===== src/rtl/dyt_rf_pkg.sv =====
// Shared register-file constants and the writeback arbiter priority state.
// Decode, the register file and the writeback path all import this package.
package dyt_rf_pkg;

    localparam int ADDR_WIDTH = 4;
    localparam int DATA_WIDTH = 32;
    localparam int NUM_WORDS  = 2 ** ADDR_WIDTH;

    typedef enum logic {
        PRI_LSU = 1'b0,
        PRI_ALU = 1'b1
    } arb_state_t;

    function automatic arb_state_t flip_pri(input arb_state_t s);
        return (s == PRI_LSU) ? PRI_ALU : PRI_LSU;
    endfunction

endpackage


===== src/rtl/dyt_rr_arbiter2.sv =====
// Two-requester round-robin arbiter (ALU vs LSU) holding the priority flop.
// Grants are combinational from the requests and the current priority.
//
//   state   | meaning
//   PRI_LSU | on contention the LSU wins, then priority moves to the ALU
//   PRI_ALU | on contention the ALU wins, then priority moves to the LSU
module dyt_rr_arbiter2
    import dyt_rf_pkg::*;
(
    input  logic       clk,
    input  logic       rst,
    input  logic       i_req_alu,
    input  logic       i_req_lsu,
    output logic       o_gnt_alu,
    output logic       o_gnt_lsu,
    output arb_state_t o_state
);

    arb_state_t r_state;
    logic       w_both;

    assign w_both = i_req_alu & i_req_lsu;

    // Nothing is granted while reset is asserted, so no handshake can complete.
    always_comb begin
        o_gnt_lsu = ~rst & i_req_lsu & (~i_req_alu | (r_state == PRI_LSU));
        o_gnt_alu = ~rst & i_req_alu & (~i_req_lsu | (r_state == PRI_ALU));
    end

    always_ff @(posedge clk) begin
        if (rst) begin
            r_state <= PRI_LSU;
        end else if (w_both) begin
            r_state <= flip_pri(r_state);
        end
    end

    assign o_state = r_state;

endmodule


===== src/rtl/dyt_writeback_arbiter.sv =====
// Writeback arbiter: picks ALU or LSU result, registers it for one cycle and
// drives the register file write port; tracks outstanding destinations in busy_vec.
module dyt_writeback_arbiter
    import dyt_rf_pkg::*;
(
    input  logic                  clk,
    input  logic                  rst,
    input  logic                  alu_valid,
    output logic                  alu_ready,
    input  logic [ADDR_WIDTH-1:0] alu_rd,
    input  logic [DATA_WIDTH-1:0] alu_data,
    input  logic                  lsu_valid,
    output logic                  lsu_ready,
    input  logic [ADDR_WIDTH-1:0] lsu_rd,
    input  logic [DATA_WIDTH-1:0] lsu_data,
    input  logic                  issue_en,
    input  logic [ADDR_WIDTH-1:0] issue_rd,
    output logic [NUM_WORDS-1:0]  busy_vec,
    output logic                  w_en,
    output logic [ADDR_WIDTH-1:0] w_addr,
    output logic [DATA_WIDTH-1:0] w_data
);

    localparam logic [NUM_WORDS-1:0] ONE_HOT0 = {{(NUM_WORDS-1){1'b0}}, 1'b1};

    logic                  w_gnt_alu;
    logic                  w_gnt_lsu;
    arb_state_t            w_state;
    logic [ADDR_WIDTH-1:0] w_sel_rd;
    logic [DATA_WIDTH-1:0] w_sel_data;
    logic                  w_commit;
    logic [NUM_WORDS-1:0]  w_busy_set;
    logic [NUM_WORDS-1:0]  w_busy_clr;
    logic [NUM_WORDS-1:0]  w_busy_nxt;

    logic                  r_w_en;
    logic [ADDR_WIDTH-1:0] r_w_addr;
    logic [DATA_WIDTH-1:0] r_w_data;
    logic [NUM_WORDS-1:0]  r_busy;

    dyt_rr_arbiter2 u_arb (
        .clk       (clk),
        .rst       (rst),
        .i_req_alu (alu_valid),
        .i_req_lsu (lsu_valid),
        .o_gnt_alu (w_gnt_alu),
        .o_gnt_lsu (w_gnt_lsu),
        .o_state   (w_state)
    );

    assign alu_ready = w_gnt_alu;
    assign lsu_ready = w_gnt_lsu;

    always_comb begin
        w_sel_rd   = w_gnt_alu ? alu_rd   : lsu_rd;
        w_sel_data = w_gnt_alu ? alu_data : lsu_data;
        // x0 results complete the handshake but never reach the register file.
        w_commit   = (w_gnt_alu | w_gnt_lsu) && (w_sel_rd != '0);
    end

    always_ff @(posedge clk) begin
        if (rst) begin
            r_w_en   <= 1'b0;
            r_w_addr <= '0;
            r_w_data <= '0;
        end else begin
            r_w_en <= w_commit;
            if (w_commit) begin
                r_w_addr <= w_sel_rd;
                r_w_data <= w_sel_data;
            end
        end
    end

    // A set in the same cycle as a clear means a newer writer is already in flight.
    always_comb begin
        w_busy_set = (issue_en && (issue_rd != '0)) ? (ONE_HOT0 << issue_rd) : '0;
        w_busy_clr = r_w_en ? (ONE_HOT0 << r_w_addr) : '0;
        w_busy_nxt = ((r_busy & ~w_busy_clr) | w_busy_set) & ~ONE_HOT0;
    end

    always_ff @(posedge clk) begin
        if (rst) begin
            r_busy <= '0;
        end else begin
            r_busy <= w_busy_nxt;
        end
    end

    assign busy_vec = r_busy;
    assign w_en     = r_w_en;
    assign w_addr   = r_w_addr;
    assign w_data   = r_w_data;

endmodule


===== config.mk =====
export PLATFORM = sky130hd
export DESIGN_NAME = dyt_writeback_arbiter
export DESIGN_NICKNAME = d
export VERILOG_FILES = /design/src/rtl/dyt_rf_pkg.sv /design/src/rtl/dyt_rr_arbiter2.sv /design/src/rtl/dyt_writeback_arbiter.sv
export SDC_FILE = /design/constraint.sdc
export NUM_CORES = 1
export LEC_CHECK = 0
export ABC_CLOCK_PERIOD_IN_PS = 1570
export CORE_MARGIN = 3
export CORE_UTILIZATION = 35
export CTS_CLUSTER_SIZE = 10
export DETAILED_ROUTE_END_ITERATION = 6
export PLACE_DENSITY = 0.75
export RECOVER_POWER = 50
export SETUP_SLACK_MARGIN = 0.02
export SYNTH_ARGS = -nofsm -noshare
export SYNTH_HDL_FRONTEND = slang
export SYNTH_SLANG_ARGS = --single-unit

===== constraint.sdc =====
create_clock -name clk -period 1.57 [get_ports clk]
set_clock_uncertainty 0.1 [all_clocks]
set_input_delay 0.314 -clock clk [delete_from_list [all_inputs] [get_ports clk]]
set_output_delay 0.314 -clock clk [all_outputs]
set_load 0.02 [all_outputs]

# After elaboration in Yosys (flattened, before gate mapping)

Index checks and enable logic that the tools add are counted.

Register bits after elaboration: 54

Shift operators: 2
Muxes and demuxes: 5
Bitwise gates (word level): 15
Reduce and logical (&&, ||, !) cells: 4

Operators by type and width:

| cell                 | number |
|---|---|
| $mux 16              | 2 |
| $mux 32              | 1 |
| $shl 1x4->16 const A | 2 |
| $and 16x16->16       | 1 |
| $not 16->16          | 1 |
| $or 16x16->16        | 1 |
| $reduce_bool 4->1    | 2 |
| $and 1x1->1          | 5 |
| $mux 4               | 1 |
| $not 1->1            | 4 |
| $or 1x1->1           | 3 |
| $logic_and 1x1->1    | 2 |
| $mux 1               | 1 |

# Longest topological paths before layout

Depth after elaboration: 6
Depth in mapped cells: 7
Depth with buffers taken out: 5

# Cells and area by module

Synthesis repeated with hierarchy kept, for this count alone.

Cells, all modules: 287
Area total of the unflattened synthesis: 2781.4 µm²

Modules (own cells, without submodules):

| module                | times used | cells an instance | area each (µm²) | seq. area each (µm²) |
|---|---|---|---|---|
| dyt_writeback_arbiter | 1          | 279               | 2710.1          | 1041.0 |
| dyt_rr_arbiter2       | 1          | 8                 | 71.3            | 20.0 |

# Least setup slack after synthesis

OpenSTA, ideal clock, no wires.

Kind: input-to-output
Start: input rst
End: output lsu_ready
Arrival: 1187 ps
Data required time: 1156 ps
Slack: -31 ps
Stages on the path: 3
Path through: buf_6 clkbuf_1 a211oi_1

Cells in the longest elaborated chain, start to end: 3

Ends and longest elaborated chain:

| element                   | RTL line                    | text |
|---|---|---|
| from (decl)               | dyt_writeback_arbiter.sv:7  | `input logic rst,` |
| $not 1->1                 | dyt_rr_arbiter2.sv:26       | `o_gnt_lsu = ~rst & i_req_lsu & (~i_req_alu \| (r_state == PRI_LSU));` |
| $and 1x1->1 (2 in series) | dyt_rr_arbiter2.sv:26       |  |
| to (decl)                 | dyt_writeback_arbiter.sv:13 | `output logic lsu_ready,` |

No other way between the ends.

# Worst setup path in the final report

Start: register u_arb.r_state, in the netlist u_arb.o_state
End: register r_w_data[17], in the netlist w_data[17]

Cells in the longest elaborated chain, start to end: 5
Elaborated cells between the ends (all ways): 10

Ends and longest elaborated chain:

| element                                                | RTL line                                           | text |
|---|---|---|
| from (decl)                                            | dyt_rr_arbiter2.sv:19                              | `arb_state_t r_state;` |
| from (signal assigned)                                 | dyt_rr_arbiter2.sv:34                              | `r_state <= flip_pri(r_state);` |
| $or 1x1->1 / $not 1->1 (equally long branches)         | dyt_rr_arbiter2.sv:27, dyt_rr_arbiter2.sv:26       |  |
| $and 1x1->1 / $or 1x1->1 (equally long branches)       | dyt_rr_arbiter2.sv:27, dyt_rr_arbiter2.sv:26       |  |
| $mux 4 / $and 1x1->1 (equally long branches)           | dyt_writeback_arbiter.sv:55, dyt_rr_arbiter2.sv:26 |  |
| $reduce_bool 4->1 / $or 1x1->1 (equally long branches) | dyt_writeback_arbiter.sv:58                        | `w_commit = (w_gnt_alu \| w_gnt_lsu) && (w_sel_rd != '0);` |
| $logic_and 1x1->1                                      | dyt_writeback_arbiter.sv:58                        |  |
| to (signal assigned)                                   | dyt_writeback_arbiter.sv:70                        | `r_w_data <= w_sel_data;` |
| to (decl)                                              | dyt_writeback_arbiter.sv:38                        | `logic [DATA_WIDTH-1:0] r_w_data;` |

Several ways; a longest one is shown, not always the timed one.
A chain may end at the register's enable or synchronous reset.

==> metrics.md <==
| Metric | Value |
|---|---|
| Lkg Pwr | `0.00214 uW` |
| Clk slew on worst S/H paths | `0.09 ns` |
| Worst EP required | `1.67 ns` |
| Post-synthesis mux area share | `27.2%` |
| Clk_lat worst skew | `0.31 ns` |
| Final worst slack | `-0.00159 ns` |
| First DRT Iteration DRCs | `49` |
| Synthesized cell area | `2500 sq um` |
| Die area | `8210 sq um` |
| Fin. Hold Viols | `0` |
| Row count | `30` |
| F_max | `636 MHz` |
| Die Wd | `90.6 um` |
| Pwr Total | `3430 uW` |
| Global route total overflow | `0` |
| Worst min-delay path category | `in2reg` |
| Sum Neg Setup Slack | `-0.00272 ns` |
| Share of cells above drive strength 1 | `12.5%` |
| Vias in the first global route | `2467` |
| Final #Nets | `489` |
| Clk root buf | `clkbuf_8` |
| Cells after synthesis | `254` |
| RSZ-0062 raised after global routing | `true` |
| Initial core utilization | `36.5%` |
| CP Class | `reg2reg` |
| Final Cycle Share | `100%` |
| Area delta synth->final | `70.2%` |
| Most frequent cells in the layout | `68 x mux2i_1, 67 x clkdlybuf4s50_1, 60 x dlygate4sd2_1` |
| TritonCTS buffer count | `5` |
| Critical path startpoint category | `flop` |
| Core area | `6870 sq um` |
| Slew Limit Fails | `0` |
| Ys Warns | `0` |
| Clock sinks | `53` |
| Detailed Routing Iterations Pass 1 | `4` |
| CP peak stage delay | `0.35 ns` |
| Routed WL | `7120 um` |
| Status | `finished, violations left` |
| Aggregate global-route resource usage | `17.5%` |
| Worst Setup End Kind | `flop` |
| Post-cts hold buffer count | `0` |
| Vias | `2401` |
| Maxcap violations | `0` |
| Ports | `136` |
| Adder-cell share of the synthesized area | `0%` |
| Die height | `90.6 um` |
| Post-synthesis sequential area ratio | `42.4%` |
| Pin count of the biggest net entering global routing | `52` |
| Antenna violations before repair | `0` |
| Detailed placement HPWL | `5530 um` |
| Routed vias/inst | `4.75` |
| Clock buffer depth | `2` |
| Critical-path top delay cell | `a211o_4` |
| Drt drc | `0` |
| Antenna cell count | `0` |
| Worst path cell trace | `nand2b_4 > and3_4 > a211o_4 > buf_12 > buf_12 > mux2i_1` |
| Compound-Gate Fraction of Synth Area | `8.34%` |
| Pwr/cell area | `803 nW/um^2` |
| CP arrival | `1.67 ns` |
| First-pass GRT wire length | `11800 um` |
| Violated checks | `setup timing` |
| CTS H-tree lvls | `2` |
| CP most frequent cell | `buf_12` |
| Port Buffer Count | `134` |
| Yosys cell types | `25` |
| Post-Syn Area per Cell | `9.86 sq um` |
| Most common cell after layout, fill and taps aside | `mux2i_1` |
| Hold_ws | `0.346 ns` |
| Routed Antenna Nets | `0` |
| Min Tclk post-route | `1.57 ns` |
| Syn Nets | `335` |
| Register bit total from synthesis | `53` |
| Synth Area in XOR/XNOR | `0.350%` |
| Setup WS pre-CTS | `-0.669 ns` |
| Synth Area in Simple Gates | `15.3%` |
| CTS tree | `yes` |
| Post-DR wirelength/cell | `14.1 um` |
| GPL Wtd Cong | `0.855` |
| Crit path max fanout | `6` |
| Largest family of logic cells by synthesized area | `multiplexers` |
| Final Util | `62.1%` |
| VDD IR max | `403 uV` |
| Final number of setup-violating endpoints | `2` |
worst paths after layout:
path,start,depth (start not counted),slack (ns),to
max,u_arb.o_state,6,-0.002,w_data[17]
min,rst,3,0.35,u_arb.o_state
max reg2reg,u_arb.o_state,6,-0.002,w_data[17]
min reg2reg,w_data[22],2,0.38,w_data[22]
synth_stat cells:
cell | instances | area share (%)
a211o_1 | 1 | 0.35
a211oi_1 | 1 | 0.30
a21oi_1 | 15 | 3.0
and3_1 | 2 | 0.50
buf_12 | 3 | 2.4
buf_2 | 3 | 0.60
buf_4 | 2 | 0.60
buf_6 | 2 | 0.90
clkbuf_1 | 5 | 0.75
conb_1 | 1 | 0.15
dfxtp_1 | 53 | 42
inv_1 | 6 | 0.90
inv_2 | 1 | 0.15
mux2i_1 | 68 | 27
nand2_1 | 19 | 2.8
nand2b_1 | 33 | 8.2
nand3_1 | 8 | 1.6
nor2_1 | 4 | 0.60
nor2b_1 | 3 | 0.75
nor3b_1 | 1 | 0.30
nor4_1 | 2 | 0.50
o21ai_0 | 15 | 3.0
o21bai_1 | 1 | 0.30
o32ai_1 | 4 | 1.4
xor2_1 | 1 | 0.35
layer usage:
layer	vias to the layer above	global-route usage (%)	routed length, um
li1	1187	-	-
met1	1112	19.2	2640
met2	96	32.2	3840
met3	6	6.50	607
met4	0	2.68	29
met5	-	0	0
metrics by stage:
| step | cells | instance area (sq um) |
|---|---|---|
| after floorplan | 254 | 2510 |
| after global placement | 491 | 4030 |
| after detailed placement | 491 | 4030 |
| after CTS | 508 | 4310 |
| after global routing | 505 | 4260 |
| final | 505 | 4260 |
cell families (layout without fill, tap and decap cells):
logic type	count (synthesis)	after routing
AO/OA/AOI/OAI	37	37
XOR/XNOR	1	1
buffers and inverters	22	177
flip-flops	53	53
multiplexers	68	68
other	1	1
AND/OR/NAND/NOR	72	72
final cells by class:
type | instances | area [sq um]
repair buffers | 162 | 1570
flip-flops and latches | 53 | 1060
inverters | 7 | 26.3
clock inverters | 1 | 30.0
multi-input cells | 179 | 1370
fillers | 628 | 2610
well taps | 96 | 120
clock buffers | 7 | 86.3
worst max-delay path, delay by kind of cell (launching register included):
kind	cells	cell delay (ns)
AND/OR/NAND/NOR	2	0.29
multiplexers	1	0.11
AO/OA/AOI/OAI	1	0.35
flip-flops	1	0.33
buffers and inverters	2	0.28
registers in the layout (all words and copies together), names as in the netlist:
register	count
busy_vec	15
u_arb.o_state	1
w_en	1
w_addr	4
w_data	32
power breakdown:
part	switching (uW)	internal, uW	leakage [uW]
combinational	439	508	0.00164
sequential	59.3	1460	0.000439
clock	441	520	0.0000585
total	939	2490	0.00214
timing repair:
action                                  in CTS  in global routing
hold endpoints to repair                     0                  0
pin swaps                                    5                  3
gates resized for setup                     90                  6
setup buffers                                6                  0
gates cloned                                 4                  0
endpoints found under the setup margin      91                 38
No activity file was read; power rests on OpenSTA's default activity.
